**config.mk**
```make
export PLATFORM = sky130hd
export DESIGN_NAME = send_row
export DESIGN_NICKNAME = d
export VERILOG_FILES = /design/src/rtl/send_row.sv
export SDC_FILE = /design/constraint.sdc
export NUM_CORES = 1
export LEC_CHECK = 0
export ABC_AREA = 1
export CAP_MARGIN = 30
export CORE_ASPECT_RATIO = 1.5
export CORE_MARGIN = 5
export CORE_UTILIZATION = 50
export CTS_CLUSTER_SIZE = 25
export DETAILED_ROUTE_END_ITERATION = 6
export HOLD_SLACK_MARGIN = 0.08
export PLACE_DENSITY_LB_ADDON = 0.1
export SLEW_MARGIN = 30
export SYNTH_ARGS = -nofsm -noshare
export SYNTH_HDL_FRONTEND = slang
export SYNTH_SLANG_ARGS = --single-unit
```
**constraint.sdc**
```tcl
create_clock -name clk -period 1.92 [get_ports clk]
set_input_delay 0.288 -clock clk [delete_from_list [all_inputs] [get_ports clk]]
set_output_delay 0.288 -clock clk [all_outputs]
set_load 0.02 [all_outputs]
```
**src/rtl/send_row.sv**
```systemverilog
// send_row: row serializer between the row source and the DCNN datapath.
//
// Latches one ROW_W-bit row while `ready` is high in IDLE, then streams it out
// as NWORDS = ROW_W/BUS_W words of BUS_W bits, most significant word first.
// After the last word is accepted, `send` pulses for one cycle to request the
// next row. The block then idles for GAP_CYCLES cycles so the producer can
// update `row` before it may be latched again.
//
// Handshake: a word transfers on a rising clk edge where out_valid && out_ready;
// out_data (and out_parity) stay constant while out_valid=1 and out_ready=0,
// and out_valid never drops before its word has been accepted.
//
// Ports:
//   clk        in   rising-edge clock
//   rst        in   asynchronous, active-low reset
//   row        in   ROW_W  row data, bit ROW_W-1 is sent first; sampled at latch only
//   ready      in   high = `row` holds a valid new row (level)
//   send       out  one-cycle pulse: row fully transmitted, request next row
//   out_data   out  BUS_W  current output word
//   out_valid  out  out_data valid
//   out_ready  in   downstream accepts the current word
//   busy       out  high in any state other than IDLE
//   out_parity out  XOR of out_data (only when SEND_ROW_PARITY_EN is defined)
//   dbg_state  out  current FSM state (0 IDLE, 1 XFER, 2 DONE, 3 GAP)
//
// Optional feature macro: SEND_ROW_PARITY_EN adds the out_parity output.
// All outputs are registered.

module send_row #(
    parameter int ROW_W      = 480,
    parameter int BUS_W      = 16,
    parameter int GAP_CYCLES = 2
) (
    input  logic             clk,
    input  logic             rst,
    input  logic [ROW_W-1:0] row,
    input  logic             ready,
    output logic             send,
    output logic [BUS_W-1:0] out_data,
    output logic             out_valid,
    input  logic             out_ready,
    output logic             busy,
`ifdef SEND_ROW_PARITY_EN
    output logic             out_parity,
`endif
    output logic [1:0]       dbg_state
);

    localparam int NWORDS = ROW_W / BUS_W;
    localparam int CNT_W  = (NWORDS > 1) ? $clog2(NWORDS) : 1;
    localparam int GAP_W  = $clog2(GAP_CYCLES + 1);

    localparam logic [CNT_W-1:0] LAST_WORD = CNT_W'(NWORDS - 1);
    localparam logic [GAP_W-1:0] GAP_LOAD  = GAP_W'(GAP_CYCLES);

    typedef enum logic [1:0] {
        S_IDLE = 2'd0,
        S_XFER = 2'd1,
        S_DONE = 2'd2,
        S_GAP  = 2'd3
    } state_t;

    state_t           state_q, state_d;
    logic [ROW_W-1:0] shift_q, shift_d;
    logic [CNT_W-1:0] cnt_q, cnt_d;
    logic [GAP_W-1:0] gap_q, gap_d;
    logic [BUS_W-1:0] out_data_q, out_data_d;
    logic             out_valid_q, out_valid_d;
    logic             send_q, send_d;
    logic             busy_q, busy_d;
    logic             accept;

    assign accept = out_valid_q && out_ready;

    always_comb begin
        state_d     = state_q;
        shift_d     = shift_q;
        cnt_d       = cnt_q;
        gap_d       = gap_q;
        out_data_d  = out_data_q;
        out_valid_d = 1'b0;
        send_d      = 1'b0;

        case (state_q)
            S_IDLE: begin
                if (ready) begin
                    shift_d     = row;
                    cnt_d       = '0;
                    out_data_d  = row[ROW_W-1 -: BUS_W];
                    out_valid_d = 1'b1;
                    state_d     = S_XFER;
                end
            end
            S_XFER: begin
                out_valid_d = 1'b1;
                if (accept) begin
                    shift_d = shift_q << BUS_W;
                    cnt_d   = cnt_q + CNT_W'(1);
                    if (cnt_q == LAST_WORD) begin
                        // Last word leaves this edge: raise send in DONE.
                        out_valid_d = 1'b0;
                        out_data_d  = '0;
                        send_d      = 1'b1;
                        state_d     = S_DONE;
                    end else begin
                        out_data_d = shift_d[ROW_W-1 -: BUS_W];
                    end
                end
            end
            S_DONE: begin
                gap_d   = GAP_LOAD;
                state_d = S_GAP;
            end
            S_GAP: begin
                // `ready` is deliberately ignored here; the producer is
                // still updating `row` after the send pulse.
                gap_d = gap_q - GAP_W'(1);
                if (gap_q == GAP_W'(1)) begin
                    state_d = S_IDLE;
                end
            end
            default: begin
                state_d = S_IDLE;
            end
        endcase

        busy_d = (state_d != S_IDLE);
    end

    always_ff @(posedge clk or negedge rst) begin
        if (!rst) begin
            state_q     <= S_IDLE;
            shift_q     <= '0;
            cnt_q       <= '0;
            gap_q       <= '0;
            out_data_q  <= '0;
            out_valid_q <= 1'b0;
            send_q      <= 1'b0;
            busy_q      <= 1'b0;
        end else begin
            state_q     <= state_d;
            shift_q     <= shift_d;
            cnt_q       <= cnt_d;
            gap_q       <= gap_d;
            out_data_q  <= out_data_d;
            out_valid_q <= out_valid_d;
            send_q      <= send_d;
            busy_q      <= busy_d;
        end
    end

`ifdef SEND_ROW_PARITY_EN
    logic out_parity_q, out_parity_d;

    // Parity follows the word it describes and is forced low while no word is valid.
    always_comb begin
        out_parity_d = out_valid_d ? (^out_data_d) : 1'b0;
    end

    always_ff @(posedge clk or negedge rst) begin
        if (!rst) begin
            out_parity_q <= 1'b0;
        end else begin
            out_parity_q <= out_parity_d;
        end
    end

    assign out_parity = out_parity_q;
`endif

    assign send      = send_q;
    assign out_data  = out_data_q;
    assign out_valid = out_valid_q;
    assign busy      = busy_q;
    assign dbg_state = state_q;

endmodule

```
Yosys cells after proc, flatten, opt, wreduce, memory -nomap -nowiden --
Cells that the tools add are included. W data, S select, Z words.
Word-level totals: register bits after elaboration 492, latch bits 0, RAM bits 0, memory bits (read-only) 0, input bits 484, output and inout bits 21, word-level logic and storage cells 46, memories kept 0
Cells by class: add/subtract/negate cells 2, $mul 0, div/mod/pow operators 0, order comparisons 0, eq/ne operators 7, shift operators 0, muxes and demuxes 23, bitwise gates (word level) 0, reductions and logical operators 6
Operator list (number):
- $mux W464 | 2
- $pmux W464 S2 | 1
- $mux W16 | 3
- $pmux W16 S2 | 1
- $mux W5 | 2
- $pmux W5 S2 | 1
- $mux W2 | 4
- $pmux W2 S4 | 1
- $mux W1 | 6
- $reduce_bool A2 Y1 | 3
- $add A5 B1 Y5 const B | 1
- $eq A5 B5 Y1 const B | 1
- $eq A2 B1 Y1 const B | 2
- $eq A2 B2 Y1 const B | 2
- $ne A2 B2 Y1 const B | 2
- $pmux W2 S2 | 1
- $reduce_and A3 Y1 | 1
- $logic_not A2 Y1 | 1
- $pmux W1 S2 | 1
- $sub A2 B1 Y2 const B | 1
- $logic_and A1 B1 Y1 | 1

Longest topological paths before layout --
Gate-level depths: netlist of run 1.
word-level depth 5, gate-level depth with buffers 10, depth with buffers taken out 9

Worst setup path after synthesis of run 1 --
No wires, ideal clock.
path kind reg2reg, start point register state_q[0], in the netlist dbg_state[0], end point register shift_q[314], setup time 0.135 ns, arrival 1.425 ns, data required time 1.785 ns, path slack 0.360 ns, stages on the path, launching flop included 8, path buffers 2, clock period less this slack 1.560 ns, cells stage by stage dfrtp_1 > inv_2 > nor2_4 > nand2_1 > nand2_2 > buf_2 > clkbuf_1 > o21ai_0
On the way: word-level cells in the longest chain between the ends 3, elaborated cells on any way between the ends 7, classes of those cells eq/ne (3); mux (1); reduce/logical (3)
RTL lines:
- start, declared | line 63 | state_t state_q, state_d;
- start signal, assigned | line 141 | state_q <= state_d;
- $eq A2 B1 Y1 or $logic_not A2 Y1 (tied branches) | line 84 | case (state_q)
- $ne A2 B2 Y1 (no line) or $reduce_bool A2 Y1 (tied branches)
- $reduce_and A3 Y1 (no line)
- end signal, assigned | line 142 | shift_q <= shift_d;
- end, declared | line 64 | logic [ROW_W-1:0] shift_q, shift_d;
Several ways; a longest one is shown, not always the timed one. A chain may end at the register's enable or synchronous reset.

Worst setup path after layout of run 1 --
start point register out_data_q[7], in the netlist out_data[7], end point output port out_data[7]
RTL lines:
- start, declared | line 67 | logic [BUS_W-1:0] out_data_q, out_data_d;
- start signal, assigned | line 145 | out_data_q <= out_data_d;
- end, declared | line 39 | output logic [BUS_W-1:0] out_data,
No word-level cell between the ends.

==> metrics.txt, run 1 <==
Max Clock Skew about 0.013 ns; Sw Share 0.335; Buf/Inv on CP 1; Tightest Pin Transition about 0.51 ns; Final ANT Viol Nets 0; Core Box Area 0.0475 mm^2; status finished clean; Final TNS setup 0 ns; Final Critical Period 1.87 ns; initial DRC count 1,450; Synth Register Bits 492; Max VDD drop 0.772 mV; Initial Util 0.503; FMAX 0.533 GHz; CP max FO 2; met3 WL between 4 and 5 mm; Seq/Total Area, Yosys 0.516; drt total wl 72.3 mm; CTS Buffer Depth 3; synth warn 0; Cell Pwr Density approximately 1100 mW/mm^2; slowest CP cell clkdlybuf4s50_1; FF-to-FF path depth 7; CP Capture Type output pin; die area 0.0523 mm^2; vias in the first global route 21,774; share of layout cells above drive strength 1 0.0492; slew margin rel. 0.656; Mapped Area 0.0239 mm^2; Setup WS pre-CTS -0.0963 ns; Worst Hold Class in -> async; Via density approximately 5.1; area of the multi-input gates around 0.0087 mm^2; Logic pwr share 0.314; R2R Path Start dbg_state[1]; worst r2r dst shift_q[437]; DR DRC count 0; setup violators final 0; Crit Path Class reg -> out; PnR worst setup slack between 0.04 and 0.05 ns; Mean Syn Cell Area 7.56 um^2; Critical Path End out_data[7]; first-pass GRT wire length 113 mm; Max Cap Viol 0; total track usage 0.270; clock-pin slew on the worst setup and hold paths 0.06 ns; gpl congestion 0.899; RSZ-0062 raised after global routing yes; Crit path required time roughly 1.6 ns; Power Total 0.0359 W; top layer reached by signal wires met5; Mapped Cells about 3,200; CTS tree done; syn_nets between 3,000 and 4,000; Die Span Y 278 um; Fill cells around 4,200; met1 wire length 28.5 mm; DP Wirelength between 50 and 60 mm; Reg area 0.0123 mm^2; # nets final 4,088; max-slew violations 0; Reg power frac 0.429; DR WL met2 ~36 mm; Top Ports approximately 510; crit path DAT roughly 1.6 ns; DIE WIDTH 188 um; initial antenna violation count 8; Startpoint Class flop; clock sink total between 400 and 500; Int Pwr 0.0239 W; crit path cell chain clkdlybuf4s50_1; P_leak 13.9 nW; CTS HTree Levels 2; Final Hold Fails 0; Crit path depth 1; Via Count 21,593; Area Growth Syn to Fin 32.0%; Critical path origin out_data[7]; First-pass DRT Iterations 5; Synth cell types 20; largest net degree at the start of global routing between 100 and 150; Worst-Skew Late Latency 0.56 ns; Final period util 0.976; Psw 0.0120 W; Cell Rows 98; peak per-stage delay on the critical path about 0.63 ns; Clock power frac 0.257; Remaining Overflow, GRT 0; cts bufs inserted between 40 and 50; Avg WL per Cell 17.0 um; flop2flop setup slack approximately 0.1 ns; CP delay by family, top buffers and inverters; IO buf count 504; Clk Tree Root Cell clkbuf_16
## cell usage after synthesis, drive strengths merged
| master | instances | area, um^2 |
|---|---|---|
| buf | 153 | 901 |
| dfrtp | 492 | 12300 |
| xor2 | 1 | 8.76 |
| nor2 | 22 | 90.1 |
| nand3 | 7 | 40.0 |
| inv | 475 | 1780 |
| ha | 3 | 37.5 |
| o21ai | 916 | 4580 |
| a21oi | 2 | 10.0 |
| nand4 | 2 | 12.5 |
| clkbuf | 56 | 210 |
| nand2 | 1027 | 3860 |
| o22ai | 1 | 6.26 |
## timing repair
item | CTS | global route
endpoints found under the hold margin | 263 | 0
resized for setup | 10 | 9
setup buffers | 0 | 0
hold buffers | 1 | 0
endpoints found under the setup margin | 10 | 16
## cells by family after synthesis
kind of cell / share of synthesized area
AO/OA/AOI/OAI: 0.193
AND/OR/NAND/NOR: 0.168
adder cells (fa/ha/maj): 0.00157
buffers and inverters: 0.121
XOR/XNOR: 0.000367
flip-flops: 0.516
## power by group through the flow
stage	combinational (W)	sequential, W	clock [W]
global route	0.0129	0.0157	0.00984
CTS	0.0114	0.0154	0.00943
global placement	0.0110	0.0154	0
finish	0.0113	0.0154	0.00924
detailed placement	0.0113	0.0156	0
floorplan	0.00694	0.0153	0
## flip-flops by register name (all words and copies together), names as in the netlist
signal     count
out_valid      1
shift_q      464
send           1
dbg_state      2
gap_q          2
busy           1
out_data      16
cnt_q          5
## worst min path at each step
stage                   end  slack (ns)
3_5_place_dp   shift_q[414]        0.21
4_1_cts        shift_q[414]        0.20
5_1_grt        shift_q[398]        0.22
6_report       shift_q[398]        0.21
2_1_floorplan          busy      -0.008
3_3_place_gp   shift_q[341]        0.21
## per-layer routing
layer  global-route usage  vias to the layer above
met3               0.0443                      153
met1                0.332                    10038
met5                    0                        -
met4                0.116                        4
li1                     -                    10729
met2                0.470                      669
## cell type report
type / instances / area share
sequential: 492 / 0.391
multi-input combinational: 1981 / 0.275
timing repair buffer: 604 / 0.204
inverter: 475 / 0.0566
clock buffer: 78 / 0.0472
tap: 600 / 0.0238
clock inverter: 8 / 0.00151
antenna: 7 / 0.000556
## cell usage in the layout (no fill, tap or decap), types with 14 or more instances in the layout
cell and count:
clkbuf_16 49, inv_1 472, buf_12 48, o21ai_1 210, dfrtp_1 492, nand2_1 1025
nor2_1 21, clkbuf_1 14, clkdlybuf4s50_1 489, o21ai_0 706, clkbuf_8 15, buf_4 47
## stage by stage
stage	instances	hold slack, ns	area, um^2	utilization
floorplan	3157	-0.00759	23900	-
global placement	4151	0.213	29900	0.630
detailed placement	4151	0.210	29900	0.630
CTS	4238	0.201	31400	0.663
global route	4243	0.224	31500	0.663
finish	4245	0.212	31500	0.663
No activity file was read; power rests on OpenSTA's default activity.
==> run 2, diff against run 1 <==
==> constraint.sdc (replaced) <==
create_clock -name clk -period 1.92 [get_ports clk]
set_input_delay 0.288 -clock clk [delete_from_list [all_inputs] [get_ports clk]]
set_output_delay 0.288 -clock clk [all_outputs]
set_load 0.05 [all_outputs]
==> run 2 against run 1 <==
Final cell count increased by 0.28%; via count increased by 0.58%; maximum frequency increased by 1.7%; flip-flop and latch count unchanged; non-clock buffer count increased by 16; count of clock-buffer cells in the layout decreased by 15; clock skew about the same; sequential share of layout area about the same; power increased by 0.42%; register-to-register slack got worse by 0.02 ns; core utilization about the same; worst setup slack improved by 0.032 ns; critical endpoint unchanged.
==> metrics.txt, run 2 (synthesized netlist as in run 1, its figures left out) <==
drt total wl 72.2 mm (-0.15%); Crit path depth 1 (unchanged); CTS HTree Levels 2 (unchanged); Via density 5.10 (+0.30%); peak per-stage delay on the critical path 0.56 ns (-0.07 ns); cts bufs inserted 47 (unchanged); Final Hold Fails 0 (unchanged); Placed Cells incl. Taps 4,167 (+0.39%); crit path DAT 1.56 ns (-0.03 ns); Max Clock Skew 0.0137 ns (+0.000318 ns); Buf/Inv on CP 1 (unchanged); CP max FO 2 (unchanged); Remaining Overflow, GRT 0 (unchanged); # nets final 4,104 (+0.39%); Clk Tree Root Cell clkbuf_16; worst r2r dst shift_q[100]; status finished clean; Max Cap Viol 0 (unchanged); FF-to-FF path depth 7 (unchanged); Fill cells 4,110 (-1.1%); CP delay by family, top buffers and inverters; IO buf count 504 (unchanged); vias in the first global route 22,156 (+1.8%); Clock power frac 0.250 (-0.007); clock sink total 492 (unchanged); Die Span Y 278 um (unchanged); Core Box Area 0.0475 mm^2 (unchanged); Worst Hold Class in -> async; slowest CP cell dlygate4sd2_1; Max VDD drop 0.856 mV (+11%); Avg WL per Cell 17.0 um (-0.43%); post-CTS setup repair buffer count 0 (unchanged); FMAX 0.543 GHz (+1.7%); crit path cell chain dlygate4sd2_1; Final ANT Viol Nets 0 (unchanged); max reg flops 464 (unchanged); Area Growth Syn to Fin 31.9% (about the same); commonest non-fill, non-tap cell in the layout nand2_1; Startpoint Class flop; first-pass GRT wire length 115 mm (+1.2%); Largest Register shift_q; Cell Pwr Density 1150 mW/mm^2 (+0.48%); CP Capture Type output pin; Tightest Pin Transition 0.539 ns (+0.0281 ns); Reg area 0.0123 mm^2 (about the same); Worst-Skew Late Latency 0.56 ns (about the same); RSZ-0062 raised after global routing yes; P_leak 14.0 nW (+0.20%); First-pass DRT Iterations 5 (unchanged); die area 0.0523 mm^2 (unchanged); Int Pwr 0.0237 W (-0.81%); CTS Buffer Depth 3 (unchanged); Crit Path Class reg -> out; clock-pin slew on the worst setup and hold paths 0.06 ns (about the same); largest net degree at the start of global routing 82 (-31%); PnR worst setup slack 0.0767 ns (+0.0316 ns); gpl congestion 0.894 (-0.62%); final core utilization 0.663 (about the same); slew margin rel. 0.642 (-0.0137); initial antenna violation count 5 (-3); CTS tree done; Logic pwr share 0.323 (+0.009); Crit path required time 1.63 ns (about the same); Sw Share 0.343 (+0.00815); Setup WS pre-CTS -0.0556 ns (+0.0407 ns); Psw 0.0124 W (+2.9%); R2R Path Start dbg_state[1]; Final Critical Period 1.84 ns (-0.0316 ns); Initial Util 0.503 (unchanged); share of layout cells above drive strength 1 0.0567 (+0.00749); DP Wirelength 54.6 mm (about the same); setup violators final 0 (unchanged); DIE WIDTH 188 um (unchanged); Reg power frac 0.426 (-0.003); Via Count 21,719 (+0.58%); area of the multi-input gates 0.00868 mm^2 (+0.10%); max-slew violations 0 (unchanged); most frequent cells in the layout nand2_1 (1,025), o21ai_0 (702), dfrtp_1 (491), clkdlybuf4s50_1 (482), inv_1 (472); flop2flop setup slack 0.08 ns (-0.02 ns); Final period util 0.960 (-0.0164); Top Ports 505 (unchanged); Cell Rows 98 (unchanged); DR DRC count 0 (unchanged); total track usage 0.272 (+0.00177); initial DRC count 1,367 (-5.7%); final cell count without fillers 4,257 (+0.28%)
-- run 2: changes by cell type in the layout (fill, tap and decap cells not counted), sizes merged --
cell | before | now
inv | 475 | 476
clkinv | 5 | 16
dlygate4sd2 | 10 | 13
dlymetal6s2s | 4 | 0
clkdlybuf4s50 | 489 | 482
diode | 7 | 6
clkinvlp | 3 | 1
bufinv | 0 | 2
buf | 100 | 124
clkbuf | 78 | 63
-- run 2: stage by stage --
stage / hold slack (ns) / total power, W / area, um^2 / TNS (ns)
after floorplan: -0.00759 / 0.0226 / 23900 / 0
after global placement: 0.183 / 0.0268 / 30000 / -0.0262
after detailed placement: 0.183 / 0.0272 / 30000 / -1.57
after CTS: 0.191 / 0.0363 / 31400 / 0
after global routing: 0.223 / 0.0387 / 31500 / -0.0134
final: 0.207 / 0.0361 / 31500 / 0
-- run 2: worst max-delay path by stage --
stage | startpoint | endpoint | slack [ns]
final | out_data[7] | out_data[7] | 0.08
after global routing | dbg_state[1] | shift_q[417] | -0.006
after CTS | dbg_state[1] | shift_q[338] | 0.01
after detailed placement | out_ready | shift_q[51] | -0.06
after global placement | dbg_state[1] | shift_q[102] | -0.01
after floorplan | dbg_state[0] | shift_q[314] | 0.14
-- run 2: repair_timing --
| action | CTS | global route |
|---|---|---|
| endpoints found under the setup margin | 16 | 69 |
| hold buffers | 1 | 0 |
| hold endpoints to repair | 234 | 0 |
| gates resized for setup | 16 | 4 |
-- run 2: final cells by class --
cell class | instances | area share
repair buffers | 620 | 0.205
clock buffers | 63 | 0.0418
diodes | 6 | 0.000477
well taps | 600 | 0.0239
clock inverters | 20 | 0.00497
flip-flops and latches | 492 | 0.391
inverters | 475 | 0.0567
multi-input cells | 1981 | 0.276
-- run 2: metal layers --
metal  track usage  part of all wire  wire length (um)  vias up
met5             0                 0                 0        -
met4         0.120             0.048              3480        0
li1              -                 -                 -    10740
met2         0.474              0.50             36200      682
met1         0.337              0.39             28400    10131
met3        0.0375             0.056              4060      166
-- run 2: power groups by stage --
stage	combinational (W)	sequential [W]	clock (W)
global placement	0.0113	0.0154	0
finish	0.0116	0.0154	0.00903
detailed placement	0.0116	0.0155	0
CTS	0.0117	0.0154	0.00922
floorplan	0.00694	0.0156	0
global route	0.0133	0.0157	0.00964
